File: src/rtl/hub75_pkg.sv
// Shared definitions for the HUB75 test-pattern source: pattern modes,
// the bar colour table and the configuration register map.
package hub75_pkg;

  typedef enum logic [2:0] {
    BARS     = 3'd0,
    GRADIENT = 3'd1,
    CHECKER  = 3'd2,
    SOLID    = 3'd3,
    SCROLL   = 3'd4
  } tp_mode_e;

  // Configuration register addresses.
  localparam logic [1:0] TP_REG_MODE  = 2'd0;
  localparam logic [1:0] TP_REG_SOLID = 2'd1;

  // Bar colours as {R,G,B} masks, entry 0 is the leftmost bar:
  // White, Yellow, Cyan, Green, Magenta, Red, Blue, Black.
  localparam logic [7:0][2:0] TP_BAR_RGB = {
    3'b000, 3'b001, 3'b100, 3'b101, 3'b010, 3'b011, 3'b110, 3'b111
  };

  // Map a raw mode register value to a pattern; unused codes fall back to bars.
  function automatic tp_mode_e tp_decode_mode(input logic [2:0] raw);
    case (raw)
      3'd1:    return GRADIENT;
      3'd2:    return CHECKER;
      3'd3:    return SOLID;
      3'd4:    return SCROLL;
      default: return BARS;
    endcase
  endfunction

endpackage

File: src/rtl/hub75_tp_pixel.sv
// Combinational colour function of the test-pattern source: turns a pixel
// position, the active pattern and the solid colour into one RGB pixel.
// SCROLL arrives here with its column already shifted, so it renders as bars.
module hub75_tp_pixel
  import hub75_pkg::*;
#(
  parameter int HPIXEL     = 64,
  parameter int VPIXEL     = 64,
  parameter int BPP        = 8,
  parameter int NUM_BARS   = 8,
  parameter int CHECK_LOG2 = 3
) (
  input  tp_mode_e                   i_mode,
  input  logic [$clog2(HPIXEL)-1:0]  i_col,
  input  logic [$clog2(VPIXEL)-1:0]  i_row,
  input  logic [3*BPP-1:0]           i_solid,
  output logic [2:0][BPP-1:0]        o_pix
);

  localparam int COL_W     = $clog2(HPIXEL);
  localparam int ROW_W     = $clog2(VPIXEL);
  localparam int BAR_SHIFT = COL_W - $clog2(NUM_BARS);

  logic [COL_W+2:0]     bar_ext;
  logic [2:0]           bar_idx;
  logic [2:0]           bar_rgb;
  logic [COL_W+BPP-1:0] grad_ext;
  logic [BPP-1:0]       grad_v;
  logic [COL_W-1:0]     col_sq;
  logic [ROW_W-1:0]     row_sq;
  logic                 chk_black;

  // Evaluate every pattern and select the active one.
  always_comb begin
    bar_ext   = {3'b000, i_col} >> BAR_SHIFT;
    bar_idx   = bar_ext[2:0];
    bar_rgb   = TP_BAR_RGB[bar_idx];
    grad_ext  = {i_col, {BPP{1'b0}}} >> COL_W;
    grad_v    = grad_ext[BPP-1:0];
    col_sq    = i_col >> CHECK_LOG2;
    row_sq    = i_row >> CHECK_LOG2;
    chk_black = col_sq[0] ^ row_sq[0];
    o_pix     = '0;
    case (i_mode)
      GRADIENT: o_pix = {grad_v, grad_v, grad_v};
      CHECKER:  o_pix = chk_black ? '0 : '1;
      SOLID:    o_pix = i_solid;
      default: begin
        for (int c = 0; c < 3; c++) o_pix[c] = {BPP{bar_rgb[c]}};
      end
    endcase
  end

endmodule

File: src/rtl/hub75_test_pattern.sv
// HUB75 test-pattern source: answers frame-buffer style pixel reads with a
// generated pattern for every display segment. Config writes are staged and
// promoted on i_frame_start so a pattern change never tears a frame.
// Optional feature macro: HUB75_TP_SCROLL_EN (scroll offset / frame counter).
//
// Read interface: i_rd_en is a request with no backpressure; each request
// in cycle N produces exactly one o_rd_valid pulse in cycle N+2 carrying the
// pixels for that address. o_rd_data holds its last value while o_rd_valid=0.
module hub75_test_pattern
  import hub75_pkg::*;
#(
  parameter int HPIXEL     = 64,
  parameter int VPIXEL     = 64,
  parameter int BPP        = 8,
  parameter int SEGMENTS   = 2,
  parameter int NUM_BARS   = 8,
  parameter int CHECK_LOG2 = 3,
  parameter int SCROLL_DIV = 4,
  localparam int ADDR_W    = $clog2(HPIXEL*VPIXEL)
) (
  input  logic                              clk,
  input  logic                              rst,
  input  logic                              i_cfg_wr_en,
  input  logic [1:0]                        i_cfg_addr,
  input  logic [3*BPP-1:0]                  i_cfg_wr_data,
  input  logic                              i_frame_start,
  input  logic                              i_rd_en,
  input  logic [ADDR_W-1:0]                 i_rd_addr,
  output logic [SEGMENTS-1:0][2:0][BPP-1:0] o_rd_data,
  output logic                              o_rd_valid
);

  localparam int COL_W    = $clog2(HPIXEL);
  localparam int ROW_W    = $clog2(VPIXEL);
  localparam int SEG_ROWS = VPIXEL / SEGMENTS;

  logic [2:0]       stg_mode, act_mode, nxt_stg_mode, eff_mode;
  logic [3*BPP-1:0] stg_solid, act_solid, nxt_stg_solid, eff_solid;
  logic [COL_W-1:0] eff_offset;
  tp_mode_e         eff_mode_e;
  logic [COL_W-1:0] rd_col;
  logic [ROW_W-1:0] rd_row;

  // Staging after this cycle's write; a frame start promotes this value, so
  // a write coincident with the frame start takes effect immediately.
  always_comb begin
    nxt_stg_mode  = stg_mode;
    nxt_stg_solid = stg_solid;
    if (i_cfg_wr_en && i_cfg_addr == TP_REG_MODE)  nxt_stg_mode  = i_cfg_wr_data[2:0];
    if (i_cfg_wr_en && i_cfg_addr == TP_REG_SOLID) nxt_stg_solid = i_cfg_wr_data;
    eff_mode   = i_frame_start ? nxt_stg_mode  : act_mode;
    eff_solid  = i_frame_start ? nxt_stg_solid : act_solid;
    eff_mode_e = tp_decode_mode(eff_mode);
    rd_col     = i_rd_addr[COL_W-1:0];
    rd_row     = i_rd_addr[ADDR_W-1:COL_W];
  end

  // Staging and active configuration registers.
  always_ff @(posedge clk or posedge rst) begin
    if (rst) begin
      stg_mode  <= 3'(BARS);
      stg_solid <= '0;
      act_mode  <= 3'(BARS);
      act_solid <= '0;
    end else begin
      stg_mode  <= nxt_stg_mode;
      stg_solid <= nxt_stg_solid;
      if (i_frame_start) begin
        act_mode  <= nxt_stg_mode;
        act_solid <= nxt_stg_solid;
      end
    end
  end

`ifdef HUB75_TP_SCROLL_EN
  localparam int CNT_W = (SCROLL_DIV > 1) ? $clog2(SCROLL_DIV) : 1;

  logic [CNT_W-1:0] frame_cnt;
  logic [COL_W-1:0] offset, nxt_offset;
  logic             cnt_last;

  // Offset after this frame start; reads in the same cycle already see it.
  always_comb begin
    cnt_last   = (frame_cnt == CNT_W'(SCROLL_DIV - 1));
    nxt_offset = cnt_last ? offset + COL_W'(1) : offset;
    eff_offset = i_frame_start ? nxt_offset : offset;
  end

  // Frame divider and scroll offset; runs in every mode.
  always_ff @(posedge clk or posedge rst) begin
    if (rst) begin
      frame_cnt <= '0;
      offset    <= '0;
    end else if (i_frame_start) begin
      frame_cnt <= cnt_last ? '0 : frame_cnt + CNT_W'(1);
      offset    <= nxt_offset;
    end
  end
`else
  assign eff_offset = '0;
`endif

  logic                           s1_valid;
  tp_mode_e                       s1_mode;
  logic [COL_W-1:0]               s1_col;
  logic [SEGMENTS-1:0][ROW_W-1:0] s1_row;
  logic [3*BPP-1:0]               s1_solid;

  // Stage 1: capture pattern coordinates and the configuration for this read.
  always_ff @(posedge clk or posedge rst) begin
    if (rst) begin
      s1_valid <= 1'b0;
      s1_mode  <= BARS;
      s1_col   <= '0;
      s1_row   <= '0;
      s1_solid <= '0;
    end else begin
      s1_valid <= i_rd_en;
      if (i_rd_en) begin
        s1_mode  <= eff_mode_e;
        s1_col   <= (eff_mode_e == SCROLL) ? rd_col + eff_offset : rd_col;
        s1_solid <= eff_solid;
        for (int s = 0; s < SEGMENTS; s++) s1_row[s] <= rd_row + ROW_W'(s * SEG_ROWS);
      end
    end
  end

  logic [SEGMENTS-1:0][2:0][BPP-1:0] pix;

  for (genvar s = 0; s < SEGMENTS; s++) begin : g_seg
    hub75_tp_pixel #(
      .HPIXEL     (HPIXEL),
      .VPIXEL     (VPIXEL),
      .BPP        (BPP),
      .NUM_BARS   (NUM_BARS),
      .CHECK_LOG2 (CHECK_LOG2)
    ) u_pixel (
      .i_mode  (s1_mode),
      .i_col   (s1_col),
      .i_row   (s1_row[s]),
      .i_solid (s1_solid),
      .o_pix   (pix[s])
    );
  end

  // Stage 2: register the coloured pixels; data holds when no read completes.
  always_ff @(posedge clk or posedge rst) begin
    if (rst) begin
      o_rd_valid <= 1'b0;
      o_rd_data  <= '0;
    end else begin
      o_rd_valid <= s1_valid;
      if (s1_valid) o_rd_data <= pix;
    end
  end

endmodule

File: config.mk
export PLATFORM = sky130hd
export DESIGN_NAME = hub75_test_pattern
export DESIGN_NICKNAME = d
export VERILOG_FILES = /design/src/rtl/hub75_pkg.sv /design/src/rtl/hub75_tp_pixel.sv /design/src/rtl/hub75_test_pattern.sv
export SDC_FILE = /design/constraint.sdc
export NUM_CORES = 1
export LEC_CHECK = 0
export CORE_ASPECT_RATIO = 0.5
export CORE_UTILIZATION = 34
export DETAILED_ROUTE_END_ITERATION = 10
export SLEW_MARGIN = 10
export SYNTH_ARGS = -nofsm -noshare
export SYNTH_HDL_FRONTEND = slang
export SYNTH_SLANG_ARGS = --single-unit
File: constraint.sdc
create_clock -name clk -period 4.4 [get_ports clk]
set_input_delay 1.32 -clock clk [delete_from_list [all_inputs] [get_ports clk]]
set_output_delay 1.32 -clock clk [all_outputs]
set_load 0.03 [all_outputs]
==> results.tsv, run 1 <==
metric	value	unit
initial_core_util	0.358	
period_share	0.687	
grt_max_degree	73	
fp.dieW	167	um
worstPathMaxFanout	24	
gp_congestion	0.708	
finalCriticalPeriod	3.02	ns
status	completed	
multi_input_area	1530	um2
syn2layout_area_growth	32.5	%
worstReg2RegStart	s1_mode[2]$_DFFE_PP0P_	
startpoint_type	input port	
drt-vias-per-instance	4.76	
rsz0062_at_grt	no	
io_pins	92	
syn_inst	341	
cellLeakagePower	0.00265	uW
vdd_drop_max	0.242	mV
gr-total-overflow	0	
drive_gt1_frac	0.282	
min-delay-start	stg_solid[1]$_DFF_PP0_	
cts_sinks	114	
crit_arrival	3.31	ns
cts.clk_slew.worst_paths	0.05	ns
finish.instance_area	6160	um2
end_kind	flip-flop	
final_hold_viol_count	0	
critPathRequiredTime	4.69	ns
hpwl	6340	um
synth.avg_cell_area	13.6	um2
htreeDepth	4	
synth_ff_type	dfrtp_1	
powerDensity	614	nW/um2
synth_warnings	0	
layout.nets	456	
fin_hold_ws	0.485	ns
routed_wl	9480	um
avgRoutedWirePerCell	15.9	um
root_buffer	clkbuf_16	
dieArea	14200	um2
insertion_delay	0.41	ns
async_flop_share	1.00	
nFillCells	1164	
regArea	2850	um2
first_iter_violations	145	
setup_tns	0	ns
cts_inserted_buffers	17	
diodes	0	
route.detailed.drc	0	
max_freq	331	MHz
hold_path_class	reg2reg	
cp_top_family	multiplexers	
grtUsageTotal	0.148	
cp_slowest_cell	clkdlybuf4s50_1	
worstMarginPinSlew	0.940	ns
skew	0.00839	ns
hold_buffers	0	
ctsLongestPathBuffers	2	
core_area	13000	um2
die_y	84.7	um
first_pass_iters	4	
post_cts_buffers	0	
relSlewSlack	0.373	
cts_tree	built	
finalMaxSlewViolations	0	
rows	29	
cap_violations	0	
worstSetupPathType	in2reg	
grt_pass1_vias	2938	
netlist_area	4650	um2
critPathLaunch	i_cfg_addr[0]	
setup_violations	0	
cpMostUsedCell	mux2_2	
port_buffers	86	
worstPathCellList	clkdlybuf4s50_1 -> nand3b_4 -> mux2_1 -> mux2_2 -> mux2_2	
syn-num-nets	384	
synth.distinct_cells	26	
cpPeakStageDelay	0.54	ns
grt_pass1_wl	15700	um
cts_resized	0	
antenna_found_initial	0	
timing.critical_path.buf_inv	1	
vias	2838	
post_dp_cell_area	5520	um2
ant_nets	0	
synth-edff-count	0	
synth_seq_cells	114	
yosysSeqAreaShare	0.613	
cells in the final DEF, fill, tap and decap left out:
master           instances
clkbuf_1                 2
clkinvlp_4               1
or3_1                    1
o21a_1                   3
dfrtp_1                114
nor2_1                  29
clkbuf_16               17
xor2_1                   1
o41ai_1                  1
clkinv_2                 5
nand3b_4                 1
buf_4                    6
nor3_1                   2
mux2_4                  20
clkbuf_8                 2
mux2i_1                  1
a21o_1                   1
inv_1                    4
a31oi_1                 24
nor2b_1                  1
a31o_2                   2
nor3b_2                  1
inv_4                    1
nand2b_1                 1
bufinv_16                5
mux2_2                  59
mux2_1                   4
clkdlybuf4s50_1         86
nand2_1                 25
a21oi_1                  6
synthesized netlist by cell type, drive strengths merged (2+ instances only):
library cell	count	area (um2)
a31oi	24	150
a21oi	6	30.0
a31o	2	17.5
clkbuf	10	37.5
nor2	29	109
o21a	3	22.5
inv	5	18.8
nor3	2	10.0
nand2	25	93.8
buf	29	215
dfrtp	114	2850
mux2	83	1010
sequential cells by signal, indices dropped and copies added (netlist names):
signal and cells:
act_solid 24, o_rd_valid 1, s1_mode 3, o_rd_data 24
s1_valid 1, s1_col 6, stg_mode 3, act_mode 3
s1_row 1, stg_solid 24, s1_solid 24
metrics by stage:
stage / std cells / total power [uW] / utilization / setup slack, ns
after floorplan: 341 / 2020 / - / 0.0643
after global placement: 564 / 2300 / 0.425 / 0.920
after detailed placement: 564 / 2310 / 0.425 / 0.909
after CTS: 596 / 3830 / 0.475 / 1.34
after global routing: 596 / 3960 / 0.475 / 1.28
final: 596 / 3790 / 0.475 / 1.38
metal layers:
layer | track usage | routed length [um]
met1 | 0.196 | 4510
met2 | 0.220 | 4370
met3 | 0.0533 | 466
met4 | 0.0601 | 138
met5 | 0 | 0
kinds of logic after synthesis:
kind of cell,after synthesis,synth area share
and+or+nand+nor,61,0.0567
AOI/OAI and AO/OA,37,0.0508
xor gates and xnor gates,1,0.00188
DFF,114,0.613
buffers and inverters,44,0.0583
muxes,84,0.219
path summary, 6_finish.rpt:
kind / endpoint / slack [ns] / cells past startpoint
max: s1_solid[0]$_DFFE_PP0P_ / 1.38 / 5
min in group asynchronous: stg_solid[4]$_DFF_PP0_ / 1.44 / 2
min reg2reg: stg_solid[1]$_DFF_PP0_ / 0.49 / 1
min: stg_solid[1]$_DFF_PP0_ / 0.49 / 1
max in group asynchronous: s1_col[1]$_DFFE_PP0P_ / 2.15 / 3
max reg2reg: o_rd_data[37]$_DFFE_PP0P_ / 2.66 / 5
power breakdown:
group          internal, uW  switching (uW)  total (uW)
sequential             1290             129        1410
combinational           416             458         875
clock                  1030             469        1500
area by class of cell:
cell class / count / area share
Multi-Input combinational cell: 183 / 0.248
Clock inverter: 11 / 0.0296
Timing Repair Buffer: 92 / 0.147
Inverter: 5 / 0.00345
Clock buffer: 21 / 0.0747
Sequential cell: 114 / 0.463
Tap cell: 170 / 0.0345
Note: power is estimated with default switching activity, not from simulation.
==> run 2: changes to the inputs <==
==> constraint.sdc (replaced) <==
create_clock -name clk -period 3 [get_ports clk]
set_input_delay 0.9 -clock clk [delete_from_list [all_inputs] [get_ports clk]]
set_output_delay 0.9 -clock clk [all_outputs]
set_load 0.03 [all_outputs]
==> results.tsv, run 2 (same netlist as run 1, synthesis figures left out) <==
metric	value	unit	change
drive_gt1_frac	0.287		+0.00569
post_cts_buffers	0		unchanged
fin_util	0.481		+0.00645
layout_commonest_cell	dfrtp_1		
worstReg2RegStart	s1_mode[2]$_DFFE_PP0P_		
cellLeakagePower	0.00268	uW	+1.0%
crit_arrival	2.82	ns	-0.49 ns
reg2regPathDepth	4		-1
core_area	13000	um2	unchanged
hold_path_class	reg2reg		
rsz0062_at_grt	no		
avgRoutedWirePerCell	15.5	um	-2.6%
die_y	84.7	um	unchanged
cts.clk_slew.worst_paths	0.05	ns	about the same
powerDensity	886	nW/um2	+44%
final_hold_viol_count	0		unchanged
initial_core_util	0.358		unchanged
io_pins	92		unchanged
hold_buffers	0		unchanged
preCtsSetupSlack	0.117	ns	-0.791 ns
holdPathStages	2		+1
cap_violations	0		unchanged
post_dp_cell_area	5600	um2	+1.4%
ant_nets	0		unchanged
setup_ws	0.460	ns	-0.918 ns
routed_wl	9270	um	-2.3%
insertion_delay	0.41	ns	about the same
cts_tree	built		
worstMarginPinSlew	0.705	ns	-0.235 ns
finalCriticalPeriod	2.54	ns	
rrSetupSlack	1.22	ns	-1.44 ns
first_iter_violations	142		-2.1%
finalMaxSlewViolations	0		unchanged
critPathRequiredTime	3.28	ns	-1.41 ns
grt_pass1_vias	2895		-1.5%
multi_input_area	1530	um2	unchanged
layout.nets	458		+0.44%
worstPathMaxFanout	3		-88%
port_buffers	86		unchanged
syn2layout_area_growth	34.3	%	
rows	29		unchanged
setup_violations	0		unchanged
first_pass_iters	4		unchanged
grt_pass1_wl	15400	um	-2.0%
placed_cells	566		+0.35%
startpoint_type	input port		
gp_congestion	0.747		+5.5%
htreeDepth	4		unchanged
end_kind	flip-flop		
min-delay-start	stg_mode[2]$_DFF_PP0_		
finish.instance_area	6250	um2	+1.4%
route.detailed.drc	0		unchanged
final_cell_count_no_fill	598		+0.34%
vias	2811		-0.95%
antenna_found_initial	0		unchanged
grtUsageTotal	0.145		-0.00325
hpwl	6270	um	-1.1%
max_freq	394	MHz	
drt-vias-per-instance	4.70		-1.3%
worstReg2RegEnd	o_rd_data[29]$_DFFE_PP0P_		
gr-total-overflow	0		unchanged
root_buffer	clkbuf_16		
cts_resized	0		unchanged
layout_common_cells	dfrtp_1, clkdlybuf4s50_1, mux2_2		
period_share	0.847		
min_to	stg_mode[2]$_DFF_PP0_		
worstSetupPathType	in2reg		
ctsLongestPathBuffers	2		unchanged
skew	0.00527	ns	-0.00313 ns
setup_tns	0	ns	unchanged
grt_max_degree	53		-27%
regArea	2850	um2	unchanged
relSlewSlack	0.526		+0.153
status	completed		
diodes	0		unchanged
fp.dieW	167	um	unchanged
nFillCells	1170		+0.52%
cts_inserted_buffers	17		unchanged
dieArea	14200	um2	unchanged
cts_sinks	114		unchanged
vdd_drop_max	0.309	mV	+28%
==> run 2: changes by cell type in the layout (fill, tap and decap cells not counted), sizes merged <==
cell / change
buf: +2
bufinv: -1
clkbuf: +2
clkinv: -2
clkinvlp: +2
inv: -1
==> run 2: area by class of cell <==
class | count | area share
Clock inverter | 9 | 0.0240
Sequential cell | 114 | 0.457
Tap cell | 170 | 0.0340
Clock buffer | 23 | 0.0797
Multi-Input combinational cell | 183 | 0.245
Inverter | 5 | 0.00360
Timing Repair Buffer | 94 | 0.157
==> run 2: metal layers <==
layer  GRT usage  up-vias  wire [um]
met5           0        -          0
met4      0.0550        0        101
met1       0.191     1435       4380
met3      0.0481        8        395
li1            -     1311          -
met2       0.222       57       4390
==> run 2: worst max path at each step <==
stage                      startpoint                endpoint  slack, ns  cells past startpoint
after floorplan                   rst   act_mode[0]$_DFF_PP0_       0.71                      1
after global placement    i_cfg_wr_en  s1_mode[2]$_DFFE_PP0P_       0.18                      5
after detailed placement  i_cfg_wr_en  s1_mode[2]$_DFFE_PP0P_       0.12                      5
after CTS                 i_cfg_wr_en  s1_mode[2]$_DFFE_PP0P_       0.44                      5
after global routing      i_cfg_wr_en  s1_mode[2]$_DFFE_PP0P_       0.38                      5
final                     i_cfg_wr_en  s1_mode[2]$_DFFE_PP0P_       0.46                      5
==> run 2: metrics by stage <==
| step | power (uW) | hold slack (ns) |
|---|---|---|
| 2_1_floorplan | 2960 | 0.352 |
| 4_1_cts | 5600 | 0.488 |
| 5_1_grt | 5780 | 0.498 |
| 6_report | 5530 | 0.484 |
| 3_5_place_dp | 3410 | 0.475 |
| 3_3_place_gp | 3380 | 0.471 |
==> run 2: power by group <==
part / switching (uW) / leakage, uW / internal, uW
Clock: 671 / 0.000315 / 1490
Combinational: 678 / 0.00102 / 620
Sequential: 184 / 0.00134 / 1890
==> run 2: worst max-delay path, stage by stage <==
cell	delay [ns]
clkdlybuf4s50_1	0.51
nor3b_2	0.32
mux2_2	0.39
mux2_2	0.30
o41ai_1	0.40
